### config.mk
export PLATFORM = sky130hd
export DESIGN_NAME = nn_neuron_seq
export DESIGN_NICKNAME = d
export VERILOG_FILES = /design/src/rtl/nn_neuron_seq.sv
export SDC_FILE = /design/constraint.sdc
export NUM_CORES = 1
export LEC_CHECK = 0
export CORE_ASPECT_RATIO = 1.1
export CORE_UTILIZATION = 64
export CTS_CLUSTER_SIZE = 14
export DETAILED_ROUTE_END_ITERATION = 12
export DONT_BUFFER_PORTS = 1
export MAX_ROUTING_LAYER = met4
export PLACE_DENSITY = 0.84
export SLEW_MARGIN = 15
export SYNTH_ARGS = -nofsm -noshare
export SYNTH_HDL_FRONTEND = slang
export SYNTH_SLANG_ARGS = --single-unit
### constraint.sdc
create_clock -name clk -period 9.6 [get_ports clk]
set_clock_uncertainty 0.05 [all_clocks]
set_input_delay 1.92 -clock clk [delete_from_list [all_inputs] [get_ports clk]]
set_output_delay 1.92 -clock clk [all_outputs]
set_load 0.03 [all_outputs]
### src/rtl/nn_neuron_seq.sv
// rtl/nn_neuron_seq.sv - sequential neuron layer engine with one shared MAC
module nn_neuron_seq #(
  parameter int N_PIX  = 9,
  parameter int PIX_W  = 8,
  parameter int N_NEUR = 1,
  parameter int W_W    = 8,
  parameter int OUT_W  = 8,
  parameter int SHIFT  = 0,
  parameter int RELU   = 1,
  localparam int ACC_W = PIX_W + W_W + $clog2(N_PIX) + 2,
  localparam int WA_W  = $clog2(N_NEUR * (N_PIX + 1))
) (
  input  logic                      clk,
  input  logic                      rst,
  input  logic                      in_valid,
  output logic                      in_ready,
  input  logic [N_PIX*PIX_W-1:0]    InputImage,
  input  logic                      w_we,
  input  logic [WA_W-1:0]           w_addr,
  input  logic [W_W-1:0]            w_data,
  output logic                      cfg_err,
  output logic                      out_valid,
  input  logic                      out_ready,
  output logic [N_NEUR*OUT_W-1:0]   result
);

  // Table layout: all weights first (n*N_PIX+p), then one bias per neuron.
  localparam int N_W    = N_NEUR * N_PIX;
  localparam int N_TOT  = N_NEUR * (N_PIX + 1);
  localparam int PW     = (N_PIX > 1) ? $clog2(N_PIX) : 1;
  localparam int NW     = (N_NEUR > 1) ? $clog2(N_NEUR) : 1;
  localparam int PROD_W = PIX_W + W_W + 1;

  // Clamp window after the shift; with ReLU the low bound is zero.
  localparam logic signed [ACC_W-1:0] SAT_HI = (RELU != 0) ?
      ACC_W'((64'sd1 <<< OUT_W) - 64'sd1) :
      ACC_W'((64'sd1 <<< (OUT_W - 1)) - 64'sd1);
  localparam logic signed [ACC_W-1:0] SAT_LO = (RELU != 0) ?
      ACC_W'(64'sd0) :
      ACC_W'(-(64'sd1 <<< (OUT_W - 1)));

  typedef enum logic [1:0] {
    S_IDLE = 2'd0,
    S_MAC  = 2'd1,
    S_DONE = 2'd2
  } state_t;

  // Control and datapath state
  state_t                       r_state;
  logic [N_PIX*PIX_W-1:0]       r_img;
  logic signed [ACC_W-1:0]      r_acc;
  logic [NW-1:0]                r_n;
  logic [PW-1:0]                r_p;
  logic [N_NEUR*OUT_W-1:0]      r_res;
  logic                         r_in_ready;
  logic                         r_out_valid;

  // Coefficient table and configuration side
  logic signed [W_W-1:0]        r_w [N_TOT];
  logic                         r_cfg_err;
  logic                         r_pend_v;
  logic [WA_W-1:0]              r_pend_addr;
  logic signed [W_W-1:0]        r_pend_data;

  // Combinational helpers
  logic                         w_accept;
  logic                         w_release;
  logic                         w_addr_ok;
  logic                         w_last_p;
  logic                         w_last_n;
  logic [WA_W-1:0]              w_widx;
  logic [WA_W-1:0]              w_bidx0;
  logic [WA_W-1:0]              w_bidx_next;
  logic [PIX_W-1:0]             w_pix;
  logic signed [W_W-1:0]        w_wt;
  logic signed [PROD_W-1:0]     w_pix_x;
  logic signed [PROD_W-1:0]     w_wt_x;
  logic signed [PROD_W-1:0]     w_prod;
  logic signed [ACC_W-1:0]      w_prod_x;
  logic signed [ACC_W-1:0]      w_sum;
  logic signed [ACC_W-1:0]      w_shift;
  logic [OUT_W-1:0]             w_slot;

  assign w_accept    = (r_state == S_IDLE) && in_valid;
  assign w_release   = (r_state == S_DONE) && out_ready;
  assign w_addr_ok   = (32'(w_addr) < 32'(N_TOT));
  assign w_last_p    = (32'(r_p) == 32'(N_PIX - 1));
  assign w_last_n    = (32'(r_n) == 32'(N_NEUR - 1));

  assign w_widx      = WA_W'(32'(r_n) * 32'(N_PIX) + 32'(r_p));
  assign w_bidx0     = WA_W'(N_W);
  // Guarded so the next-bias index never leaves the table on the last neuron.
  assign w_bidx_next = w_last_n ? w_bidx0 : WA_W'(32'(N_W) + 32'(r_n) + 32'd1);

  assign w_pix       = r_img[32'(r_p) * PIX_W +: PIX_W];
  assign w_wt        = r_w[w_widx];

  // Pixel is unsigned: zero-extend it into the signed product domain.
  assign w_pix_x     = PROD_W'({1'b0, w_pix});
  assign w_wt_x      = PROD_W'(w_wt);
  assign w_prod      = w_pix_x * w_wt_x;
  assign w_prod_x    = ACC_W'(w_prod);
  assign w_sum       = r_acc + w_prod_x;
  assign w_shift     = w_sum >>> SHIFT;

  // Activation and saturation of the finished neuron sum
  always_comb begin
    w_slot = w_shift[OUT_W-1:0];
    if (w_shift > SAT_HI) begin
      w_slot = SAT_HI[OUT_W-1:0];
    end else if (w_shift < SAT_LO) begin
      w_slot = SAT_LO[OUT_W-1:0];
    end
  end

  // Engine FSM: capture image, walk every (neuron, pixel) pair, hold result until taken
  always_ff @(posedge clk) begin
    if (rst) begin
      r_state     <= S_IDLE;
      r_img       <= '0;
      r_acc       <= '0;
      r_n         <= '0;
      r_p         <= '0;
      r_res       <= '0;
      r_in_ready  <= 1'b1;
      r_out_valid <= 1'b0;
    end else begin
      case (r_state)
        S_IDLE: begin
          if (w_accept) begin
            r_img      <= InputImage;
            r_acc      <= ACC_W'(r_w[w_bidx0]);
            r_n        <= '0;
            r_p        <= '0;
            r_in_ready <= 1'b0;
            r_state    <= S_MAC;
          end
        end
        S_MAC: begin
          if (w_last_p) begin
            r_res[32'(r_n) * OUT_W +: OUT_W] <= w_slot;
            if (w_last_n) begin
              r_out_valid <= 1'b1;
              r_state     <= S_DONE;
            end else begin
              r_n   <= r_n + 1'b1;
              r_p   <= '0;
              r_acc <= ACC_W'(r_w[w_bidx_next]);
            end
          end else begin
            r_acc <= w_sum;
            r_p   <= r_p + 1'b1;
          end
        end
        S_DONE: begin
          if (out_ready) begin
            r_out_valid <= 1'b0;
            r_in_ready  <= 1'b1;
            r_state     <= S_IDLE;
          end
        end
        default: begin
          r_state     <= S_IDLE;
          r_in_ready  <= 1'b1;
          r_out_valid <= 1'b0;
        end
      endcase
    end
  end

  // Coefficient writes: only in IDLE and in range; a write that coincides with an
  // accept is parked and committed when that image's result is consumed.
  always_ff @(posedge clk) begin
    if (rst) begin
      for (int i = 0; i < N_TOT; i++) begin
        r_w[i] <= '0;
      end
      r_cfg_err   <= 1'b0;
      r_pend_v    <= 1'b0;
      r_pend_addr <= '0;
      r_pend_data <= '0;
    end else begin
      r_cfg_err <= 1'b0;
      if (r_pend_v && w_release) begin
        r_w[r_pend_addr] <= r_pend_data;
        r_pend_v         <= 1'b0;
      end
      if (w_we) begin
        if ((r_state == S_IDLE) && w_addr_ok) begin
          if (w_accept) begin
            r_pend_v    <= 1'b1;
            r_pend_addr <= w_addr;
            r_pend_data <= w_data;
          end else begin
            r_w[w_addr] <= w_data;
          end
        end else begin
          r_cfg_err <= 1'b1;
        end
      end
    end
  end

  assign in_ready  = r_in_ready;
  assign out_valid = r_out_valid;
  assign cfg_err   = r_cfg_err;
  assign result    = r_res;

endmodule
==> flow_metrics.tcl, run 1 <==
set metrics [dict create \
    crit_path_end_kind "flop" \
    synth_area_sq_um 13710 \
    floorplan.core_area_sq_um 20780 \
    die-area_sq_um 22010 \
    synth-edff-count 128 \
    pin_count 100 \
    routed_wl_per_cell_um 21.09 \
    setup.worst_path.start_class "flop" \
    place_hpwl_um 23350 \
    max-slew-margin-rel 0.2212 \
    power_density_nw_per_um2 196.3 \
    floorplan.die.height_um 155.5 \
    peak_supply_drop_mv 0.1741 \
    drcViolationCount 0 \
    grt_pass1_vias 9681 \
    critPathArrivalTime_ps 8410 \
    detailedRoute.firstIterationViolations 989 \
    synth_top_cell_by_area "sky130_fd_sc_hd__edfxtp_1" \
    drt.antenna.violating_nets 0 \
    synthesized_nets 1515 \
    cts_bufs_inserted 26 \
    antenna_found_initial 2 \
    post_synth.cell_area_avg_sq_um 10.50 \
    grt_remaining_overflow 0 \
    r2r.worst_path.cells 20 \
    dieWidth_um 141.5 \
    crit_required_ps 9960 \
    rsz0062_at_grt "false" \
    yosysUniqueCellTypes 57 \
    ctsHoldBuffers 0 \
    hold_viol 0 \
    route.final.wire_length_um 33360 \
    synth_ff_type "sky130_fd_sc_hd__edfxtp_1" \
    cts.repair.resized 0 \
    max_cap_viols 0 \
    tritoncts_clock_tree "done" \
    drt_first_pass_iters 7 \
    holdPathStages 2 \
    fmax_mhz 124.3 \
    clkLatencyLatePin_ps 560 \
    design.final.nets 1485 \
    measured_slew_at_the_worst_slew_check_pin_ps 1168 \
    yosys-top-cells-count "245 x sky130_fd_sc_hd__nand2_1, 128 x sky130_fd_sc_hd__edfxtp_1, 125 x sky130_fd_sc_hd__a21oi_1, 124 x sky130_fd_sc_hd__dfxtp_1, 124 x sky130_fd_sc_hd__nor2_1" \
    synth.top_cells.by_area "sky130_fd_sc_hd__edfxtp_1 28%, sky130_fd_sc_hd__dfxtp_1 18%, sky130_fd_sc_hd__mux4_2 9.0%" \
    setup-violations-final 0 \
    core.rowCount 55 \
    largest_net_degree_at_the_start_of_global_routing 132 \
    number_of_slew_limit_violations_in_the_final_report 0 \
    port-buffer-count 0 \
    fraction_of_layout_instances_using_a_drive_strength_above_1 0.09189 \
    crit_path_setup_slack_layout_ps 1552 \
    timing.hold.worst.class "flop to flop" \
    period_minus_slack_ps 8048 \
    synth.top_cell.area_share 0.2804 \
    p_leak_nw 5.678 \
    setup_tns_ps 0 \
    grt_pass1_wl_um 51320 \
    worst-setup-path-type "flop to flop" \
    layout_worst_path_cycle_share 0.8384 \
    preCtsSetupSlack_ps 1777 \
    cts-htree-levels 1 \
    cts_root_buf "sky130_fd_sc_hd__clkbuf_16" \
    via_per_inst 6.279 \
    status "completed" \
    final_util 0.7095 \
    starting_utilization_of_the_core_area 0.6595 \
    cts_buffer_depth 3 \
    clk_pin_slew_ps 60 \
    fin_total_pwr_mw 2.895 \
    ys_seq_elements 252 \
    syn_inst 1305 \
    cts_setup_buffers 0 \
    worst_hold_slack_ps 398.9 \
    via_count 9933 \
    global_route.usage.total 0.3161 \
    crit_path_max_fanout 39 \
    filler_cells 1401 \
    post-synth-top-count-cell "sky130_fd_sc_hd__nand2_1" \
    syn2layout_area_growth_pct 7.586 \
    seq_area_frac_synth 0.4616 \
    async_reset_ff_frac 0 \
    yosysWarningCount 0 \
    clock-sinks 252 \
    gp_congestion 0.9334 \
]
cell type report:
| class | count | area, sq um | share of cell area |
|---|---|---|---|
| Antenna cell | 2 | 5.005 | 0.0003394 |
| Sequential cell | 252 | 6331 | 0.4294 |
| Inverter | 85 | 319.1 | 0.02164 |
| Clock inverter | 6 | 78.83 | 0.005346 |
| Tap cell | 285 | 356.6 | 0.02418 |
| Timing Repair Buffer | 8 | 60.06 | 0.004073 |
| Multi-Input combinational cell | 902 | 6794 | 0.4608 |
| Clock buffer | 42 | 800.8 | 0.05431 |
routing by layer:
metal / vias to the layer above / part of all wire / GRT usage
met1: 4831 / 0.39 / 0.3918
li1: 4470 / - / -
met4: 0 / 0.044 / 0.1357
met5: - / 0 / -
met2: 514 / 0.49 / 0.5090
met3: 118 / 0.085 / 0.06094
cells by family (layout without fill, tap and decap cells):
| family | Yosys count | in the layout | synth area share |
|---|---|---|---|
| AO/OA/AOI/OAI | 215 | 215 | 0.09449 |
| flip-flops | 252 | 252 | 0.4616 |
| multiplexers | 66 | 66 | 0.09850 |
| buffers and inverters | 151 | 141 | 0.04318 |
| XOR/XNOR | 19 | 19 | 0.01214 |
| AND/OR/NAND/NOR | 481 | 481 | 0.1517 |
| adder cells (fa/ha/maj) | 121 | 121 | 0.1384 |
| other | 0 | 2 | 0 |
flip-flops by register name (all words and copies together) (netlist names):
register / cells
r_pend_v: 1
cfg_err: 1
r_acc: 22
in_ready: 1
r_img: 72
r_pend_data: 8
result: 8
r_w: 128
r_pend_addr: 4
r_state: 2
r_p: 4
out_valid: 1
through the flow:
stage          area, sq um  cells
4_1_cts              14730   1579
3_5_place_dp         13850   1531
2_1_floorplan        13710   1305
6_report             14750   1582
5_1_grt              14750   1582
3_3_place_gp         13850   1531
critical path: stages, from the launching register on:
cell	delay, ps
sky130_fd_sc_hd__dfxtp_2	1060
sky130_fd_sc_hd__buf_4	390
sky130_fd_sc_hd__mux4_2	340
sky130_fd_sc_hd__mux2i_1	140
sky130_fd_sc_hd__o21ai_0	290
sky130_fd_sc_hd__or2_2	410
sky130_fd_sc_hd__fa_1	510
sky130_fd_sc_hd__fa_1	550
sky130_fd_sc_hd__inv_1	60
sky130_fd_sc_hd__fa_1	510
sky130_fd_sc_hd__fa_1	570
sky130_fd_sc_hd__fa_1	440
sky130_fd_sc_hd__ha_1	350
sky130_fd_sc_hd__o211ai_1	120
sky130_fd_sc_hd__o21ai_0	310
sky130_fd_sc_hd__xor2_1	140
sky130_fd_sc_hd__a2111oi_0	610
sky130_fd_sc_hd__o211ai_1	170
sky130_fd_sc_hd__nor4_1	320
sky130_fd_sc_hd__o2111a_1	400
sky130_fd_sc_hd__a22oi_1	120
layout by cell type (no fill, tap or decap), drive strengths merged, types with 3 or more instances in the layout:
cell	count
o211ai	5
o22ai	3
a211oi	10
a21oi	125
a21boi	3
or3	3
fa	51
dfxtp	124
nand2b	18
nor3	16
xor2	5
inv	85
mux4	55
buf	8
clkinv	5
nand4	5
ha	70
or2	4
a311oi	9
xnor2	14
o21a	5
o21ai	18
nor2	124
nand2	245
edfxtp	128
clkbuf	42
a22oi	20
nor2b	6
and2	40
nand3	7
mux2i	10
and3	4
power breakdown:
group / internal (mW) / switching (mW)
combinational: 0.258 / 0.392
sequential: 1.18 / 0.0408
clock: 0.600 / 0.428
worst paths after layout:
check / startpoint / end / slack, ps
max: r_p[1]$_SDFFE_PP0P_ / result[7]$_SDFFE_PP0P_ / 1550
min: r_pend_data[3]$_SDFFE_PP0P_ / r_pend_data[3]$_SDFFE_PP0P_ / 400
max reg2reg: r_p[1]$_SDFFE_PP0P_ / result[7]$_SDFFE_PP0P_ / 1550
min reg2reg: r_pend_data[3]$_SDFFE_PP0P_ / r_pend_data[3]$_SDFFE_PP0P_ / 400
Power figures use the tool's default switching activity.
==> inputs of run 2 (changes only) <==
==> constraint.sdc (replaced) <==
create_clock -name clk -period 7.9 [get_ports clk]
set_clock_uncertainty 0.05 [all_clocks]
set_input_delay 1.58 -clock clk [delete_from_list [all_inputs] [get_ports clk]]
set_output_delay 1.58 -clock clk [all_outputs]
set_load 0.03 [all_outputs]
==> flow_metrics.tcl, run 2 (same netlist as run 1, synthesis figures left out) <==
set metrics [dict create \
    layout.cells.most_common_list "244 x sky130_fd_sc_hd__nand2_1, 128 x sky130_fd_sc_hd__edfxtp_1, 125 x sky130_fd_sc_hd__a21oi_1" \
    port-buffer-count 0 \
    global_route.usage.total 0.3164 \
    max_cap_viols 0 \
    timing.rr.end "result[1]$_SDFFE_PP0P_" \
    crit_path_max_incr_delay_ps 730 \
    setup-violations-final 0 \
    worst-r2r-setup-slack_ps 400 \
    setup.worst_path.end "result[1]$_SDFFE_PP0P_" \
    cts_bufs_inserted 26 \
    drt_first_pass_iters 7 \
    power_density_nw_per_um2 237.1 \
    crit_path_end_kind "flop" \
    pin_count 100 \
    fin_total_pwr_mw 3.526 \
    max-slew-margin-rel 0.2839 \
    mostFrequentLayoutCell "sky130_fd_sc_hd__nand2_1" \
    crit_path_setup_slack_layout_ps 398.2 \
    worst-path-stages 19 \
    tritoncts_clock_tree "done" \
    route.final.wire_length_um 33150 \
    clk_pin_slew_ps 70 \
    floorplan.core_area_sq_um 20780 \
    startpoint "r_p[3]$_SDFFE_PP0P_" \
    detailedRoute.firstIterationViolations 1037 \
    slowest_stage "sky130_fd_sc_hd__dfxtp_1" \
    via_per_inst 6.236 \
    number_of_slew_limit_violations_in_the_final_report 0 \
    critPathArrivalTime_ps 7880 \
    via_count 9921 \
    grt_pass1_wl_um 51550 \
    setup_tns_ps 0 \
    gp_congestion 0.9295 \
    starting_utilization_of_the_core_area 0.6595 \
    preCtsSetupSlack_ps 310.0 \
    critical_path.most_common_cell "sky130_fd_sc_hd__fa_1" \
    critical_path.top_delay_family "adder cells" \
    floorplan.die.height_um 155.5 \
    largest_reg_flops 128 \
    crit_required_ps 8280 \
    grt_pass1_vias 9788 \
    core.rowCount 55 \
    grt_remaining_overflow 0 \
    fraction_of_layout_instances_using_a_drive_strength_above_1 0.09808 \
    worst-setup-path-type "flop to flop" \
    drcViolationCount 0 \
    register_ranked_first_by_flip_flop_count "r_w" \
    peak_supply_drop_mv 0.1931 \
    layout_worst_path_cycle_share 0.9496 \
    dieWidth_um 141.5 \
    measured_slew_at_the_worst_slew_check_pin_ps 1070 \
    filler_cells 1408 \
    r2r-start "r_p[3]$_SDFFE_PP0P_" \
    syn2layout_area_growth_pct 8.490 \
    place_hpwl_um 23560 \
    holdPathStages 2 \
    cts_buffer_depth 3 \
    rsz0062_at_grt "false" \
    crit_path_max_fanout 14 \
    cts-htree-levels 1 \
    largest_net_degree_at_the_start_of_global_routing 132 \
    drt.antenna.violating_nets 0 \
    period_minus_slack_ps 7502 \
    biggestRegsByFlops "r_w x128, r_img x72, r_acc x22" \
    crit_path_cell_trace "nor4b_2 > nand2_1 > o21ai_1 > nand2_1 > fa_1 > inv_1 > fa_1 > fa_1 > fa_1 > fa_1 > ha_1 > o211ai_1 > o21ai_0 > xor2_1 > a2111oi_0 > o211ai_1 > nor4_1 > o2111a_1 > a22oi_1" \
    worst_path_bufs_invs 1 \
    ctsHoldBuffers 0 \
    clkLatencyLatePin_ps 560 \
    total_placed_instance_area_sq_um 13930 \
    r2r.worst_path.cells 19 \
    design.final.nets 1495 \
    die-area_sq_um 22010 \
    status "completed" \
    routed_wl_per_cell_um 20.84 \
    hold_viol 0 \
    fmax_mhz 133.3 \
    antenna_found_initial 1 \
    setup.worst_path.start_class "flop" \
    p_leak_nw 5.734 \
    final_cell_area_sq_um 14870 \
    clock-sinks 252 \
    cts_root_buf "sky130_fd_sc_hd__clkbuf_16" \
    timing.hold.worst.class "flop to flop" \
]
[run 2: cell count changes in the layout (fill, tap and decap cells not counted), sizes merged]
| cell | delta |
|---|---|
| diode | -1 |
| clkbuf | -9 |
| buf | +10 |
| bufinv | +1 |
| clkinvlp | +2 |
| clkinv | +6 |
[run 2: worst min-delay path: cells and delay by family, from the launching register on]
| family | cells | cell delay, ps |
|---|---|---|
| AOI/OAI and AO/OA | 1 | 60 |
| and+or+nand+nor | 1 | 50 |
| DFF | 1 | 310 |
[run 2: layout make-up]
| class | count | area, sq um | share of cell area |
|---|---|---|---|
| multi-input cells | 902 | 6794 | 0.4569 |
| flip-flops and latches | 252 | 6334 | 0.4259 |
| clock buffers | 33 | 729.5 | 0.04906 |
| well taps | 285 | 356.6 | 0.02398 |
| inverters | 85 | 319.1 | 0.02146 |
| repair buffers | 18 | 167.7 | 0.01128 |
| clock inverters | 15 | 166.4 | 0.01119 |
| diodes | 1 | 2.502 | 0.0001683 |
[run 2: metal layers]
layer | share of wire | track usage
met3 | 0.078 | 0.04771
met1 | 0.39 | 0.3960
met5 | 0 | -
met4 | 0.032 | 0.1116
met2 | 0.50 | 0.5266
[run 2: through the flow]
step	hold slack (ps)	std cells	utilization
2_1_floorplan	383.1	1305	-
3_3_place_gp	385.8	1540	0.6703
3_5_place_dp	389.9	1540	0.6703
4_1_cts	399.7	1588	0.7134
5_1_grt	420.8	1591	0.7155
6_report	407.8	1591	0.7155
[run 2: what timing repair did]
action,4_1_cts,5_1_grt
endpoints found under the hold margin,0,0
gates resized for setup,0,1
setup buffers,0,1
endpoints found under the setup margin,0,8
[run 2: worst min path at each step]
stage                           startpoint                          end  slack, ps
2_1_floorplan       r_img[16]$_SDFFE_PP0P_       r_img[16]$_SDFFE_PP0P_        380
3_3_place_gp        r_img[56]$_SDFFE_PP0P_       r_img[56]$_SDFFE_PP0P_        390
3_5_place_dp   r_pend_data[3]$_SDFFE_PP0P_  r_pend_data[3]$_SDFFE_PP0P_        390
4_1_cts             r_img[19]$_SDFFE_PP0P_       r_img[19]$_SDFFE_PP0P_        400
5_1_grt             r_img[34]$_SDFFE_PP0P_       r_img[34]$_SDFFE_PP0P_        420
6_report       r_pend_data[2]$_SDFFE_PP0P_  r_pend_data[2]$_SDFFE_PP0P_        410
[run 2: where the power goes]
part	total (mW)	internal (mW)	switching, mW
Clock	1.26	0.727	0.534
Sequential	1.47	1.43	0.0444
Combinational	0.792	0.319	0.473
==> inputs of run 3 (changes only) <==
--- a/config.mk
+++ b/config.mk
@@ -6,12 +6,12 @@
 export NUM_CORES = 1
 export LEC_CHECK = 0
 export CORE_ASPECT_RATIO = 1.1
-export CORE_UTILIZATION = 64
+export CORE_UTILIZATION = 63
 export CTS_CLUSTER_SIZE = 14
 export DETAILED_ROUTE_END_ITERATION = 12
 export DONT_BUFFER_PORTS = 1
 export MAX_ROUTING_LAYER = met4
-export PLACE_DENSITY = 0.84
+export PLACE_DENSITY = 0.83
 export SLEW_MARGIN = 15
 export SYNTH_ARGS = -nofsm -noshare
 export SYNTH_HDL_FRONTEND = slang
==> flow_metrics.tcl, run 3 (same netlist as run 1, synthesis figures left out) <==
set metrics [dict create \
    crit_path_max_incr_delay_ps 790 \
    crit_required_ps 8270 \
    cts_bufs_inserted 26 \
    largest_net_degree_at_the_start_of_global_routing 132 \
    grt_pass1_wl_um 51120 \
    mostFrequentLayoutCell "sky130_fd_sc_hd__nand2_1" \
    core.rowCount 56 \
    syn2layout_area_growth_pct 7.869 \
    setup_tns_ps 0 \
    crit_path_end_kind "flop" \
    number_of_slew_limit_violations_in_the_final_report 0 \
    critical_path.top_delay_family "adder cells" \
    pin_count 100 \
    max-slew-margin-rel 0.2417 \
    antenna-diode-count 0 \
    grt_remaining_overflow 0 \
    register_ranked_first_by_flip_flop_count "r_w" \
    via_per_inst 6.192 \
    timing.hold.worst.class "flop to flop" \
    place_hpwl_um 23910 \
    ctsHoldBuffers 0 \
    floorplan.die.height_um 156.7 \
    final_util 0.6941 \
    drcViolationCount 0 \
    clock-sinks 252 \
    power_frac_comb 0.222 \
    switching_share 0.2967 \
    route.final.wire_length_um 33370 \
    pwr-share-clk 0.353 \
    internal-power_mw 2.444 \
    period_minus_slack_ps 7419 \
    setup-violations-final 0 \
    r2r-start "r_p[1]$_SDFFE_PP0P_" \
    r2r.worst_path.cells 20 \
    cts-htree-levels 1 \
    routed_wl_per_cell_um 20.97 \
    layout.cells.most_common_list "244 x sky130_fd_sc_hd__nand2_1, 128 x sky130_fd_sc_hd__edfxtp_1, 125 x sky130_fd_sc_hd__a21oi_1" \
    holdPathStages 2 \
    share_seq_of_total_power 0.425 \
    p_leak_nw 5.697 \
    worst_hold_slack_ps 398.4 \
    largest_reg_flops 128 \
    power_density_nw_per_um2 235.1 \
    grt_pass1_vias 9619 \
    tritoncts_clock_tree "done" \
    filler_cells 1546 \
    place_inst 1543 \
    antenna_found_initial 0 \
    gp_congestion 0.9125 \
    biggestRegsByFlops "r_w x128, r_img x72, r_acc x22" \
    netSwitchingPower_mw 1.031 \
    hold_start "r_pend_data[7]$_SDFFE_PP0P_" \
    detailedRoute.firstIterationViolations 894 \
    max_cap_viols 0 \
    cts_setup_buffers 0 \
    cts_buffer_depth 3 \
    hold_viol 0 \
    starting_utilization_of_the_core_area 0.6434 \
    worst_path_bufs_invs 3 \
    crit_path_cell_trace "buf_4 > mux4_2 > mux4_2 > and2_1 > fa_1 > inv_1 > fa_1 > inv_1 > fa_1 > fa_1 > fa_1 > ha_1 > o211ai_1 > o211ai_1 > a41oi_1 > xor2_1 > o211ai_1 > nor4_1 > o2111a_1 > a22oi_1" \
    layout_worst_path_cycle_share 0.9391 \
    timing.rr.end "result[7]$_SDFFE_PP0P_" \
    cts_root_buf "sky130_fd_sc_hd__clkbuf_16" \
    critPathArrivalTime_ps 7790 \
    fraction_of_layout_instances_using_a_drive_strength_above_1 0.09531 \
    drt_first_pass_iters 5 \
    measured_slew_at_the_worst_slew_check_pin_ps 1137 \
    dieWidth_um 142.6 \
    critical_path.most_common_cell "sky130_fd_sc_hd__fa_1" \
    hold_end "r_pend_data[7]$_SDFFE_PP0P_" \
    fmax_mhz 134.8 \
    design.final.nets 1492 \
    floorplan.core_area_sq_um 21300 \
    die-area_sq_um 22350 \
    via_count 9852 \
    peak_supply_drop_mv 0.3123 \
    global_route.usage.total 0.3128 \
    worst-setup-path-type "flop to flop" \
    clk_pin_slew_ps 60 \
    slowest_stage "sky130_fd_sc_hd__dfxtp_2" \
    port-buffer-count 0 \
    crit_path_max_fanout 26 \
    finalNonFillerCells 1591 \
    status "completed" \
    setup.worst_path.start_class "flop" \
    drt.antenna.violating_nets 0 \
    fin_total_pwr_mw 3.476 \
    rsz0062_at_grt "false" \
    cts.repair.resized 0 \
    clkLatencyLatePin_ps 560 \
    worst-r2r-setup-slack_ps 480 \
]
-- run 3: worst register-to-register path, delay by kind of cell, from the launching register on --
kind,cells,cell delay (ps)
simple gates,2,550
mux,2,910
fa+ha+maj,6,2840
compound gates,6,1370
xor+xnor,1,270
flops,1,790
buf+inv,3,510
-- run 3: layout make-up --
class	count	area, sq um	share of cell area
Clock inverter	14	147.6	0.009986
Clock buffer	33	706.9	0.04782
Multi-Input combinational cell	902	6792	0.4594
Timing Repair Buffer	15	125.1	0.008463
Inverter	85	319.1	0.02158
Sequential cell	252	6331	0.4282
Tap cell	290	362.8	0.02454
-- run 3: routing by layer --
layer  wire length (um)  up-vias  track usage
li1                   -     4490            -
met1              13030     4851       0.3878
met2              16790      420       0.5210
met3               2221       91      0.04253
met4               1323        0       0.1234
met5                  0        -            -
-- run 3: power by group through the flow --
stage / Sequential, mW / Combinational [mW] / Clock [mW]
after floorplan: 1.48 / 0.615 / 0
final: 1.48 / 0.773 / 1.23
after global placement: 1.50 / 0.732 / 0
after detailed placement: 1.50 / 0.755 / 0
after global routing: 1.48 / 0.864 / 1.27
after CTS: 1.47 / 0.767 / 1.23
-- run 3: metrics by stage --
step	instance area [sq um]	worst slack (ps)
3_3_place_gp	13920	709.7
3_5_place_dp	13920	526.1
4_1_cts	14780	490.7
5_1_grt	14780	98.47
6_report	14780	480.9
2_1_floorplan	13710	1251
-- run 3: worst max path at each step --
| stage | from | to | depth (start not counted) |
|---|---|---|---|
| 2_1_floorplan | r_p[1]$_SDFFE_PP0P_ | result[7]$_SDFFE_PP0P_ | 22 |
| 3_3_place_gp | r_p[1]$_SDFFE_PP0P_ | result[5]$_SDFFE_PP0P_ | 20 |
| 3_5_place_dp | r_p[1]$_SDFFE_PP0P_ | result[7]$_SDFFE_PP0P_ | 20 |
| 4_1_cts | r_p[1]$_SDFFE_PP0P_ | result[7]$_SDFFE_PP0P_ | 20 |
| 5_1_grt | r_p[0]$_SDFFE_PP0P_ | result[3]$_SDFFE_PP0P_ | 21 |
| 6_report | r_p[1]$_SDFFE_PP0P_ | result[7]$_SDFFE_PP0P_ | 20 |
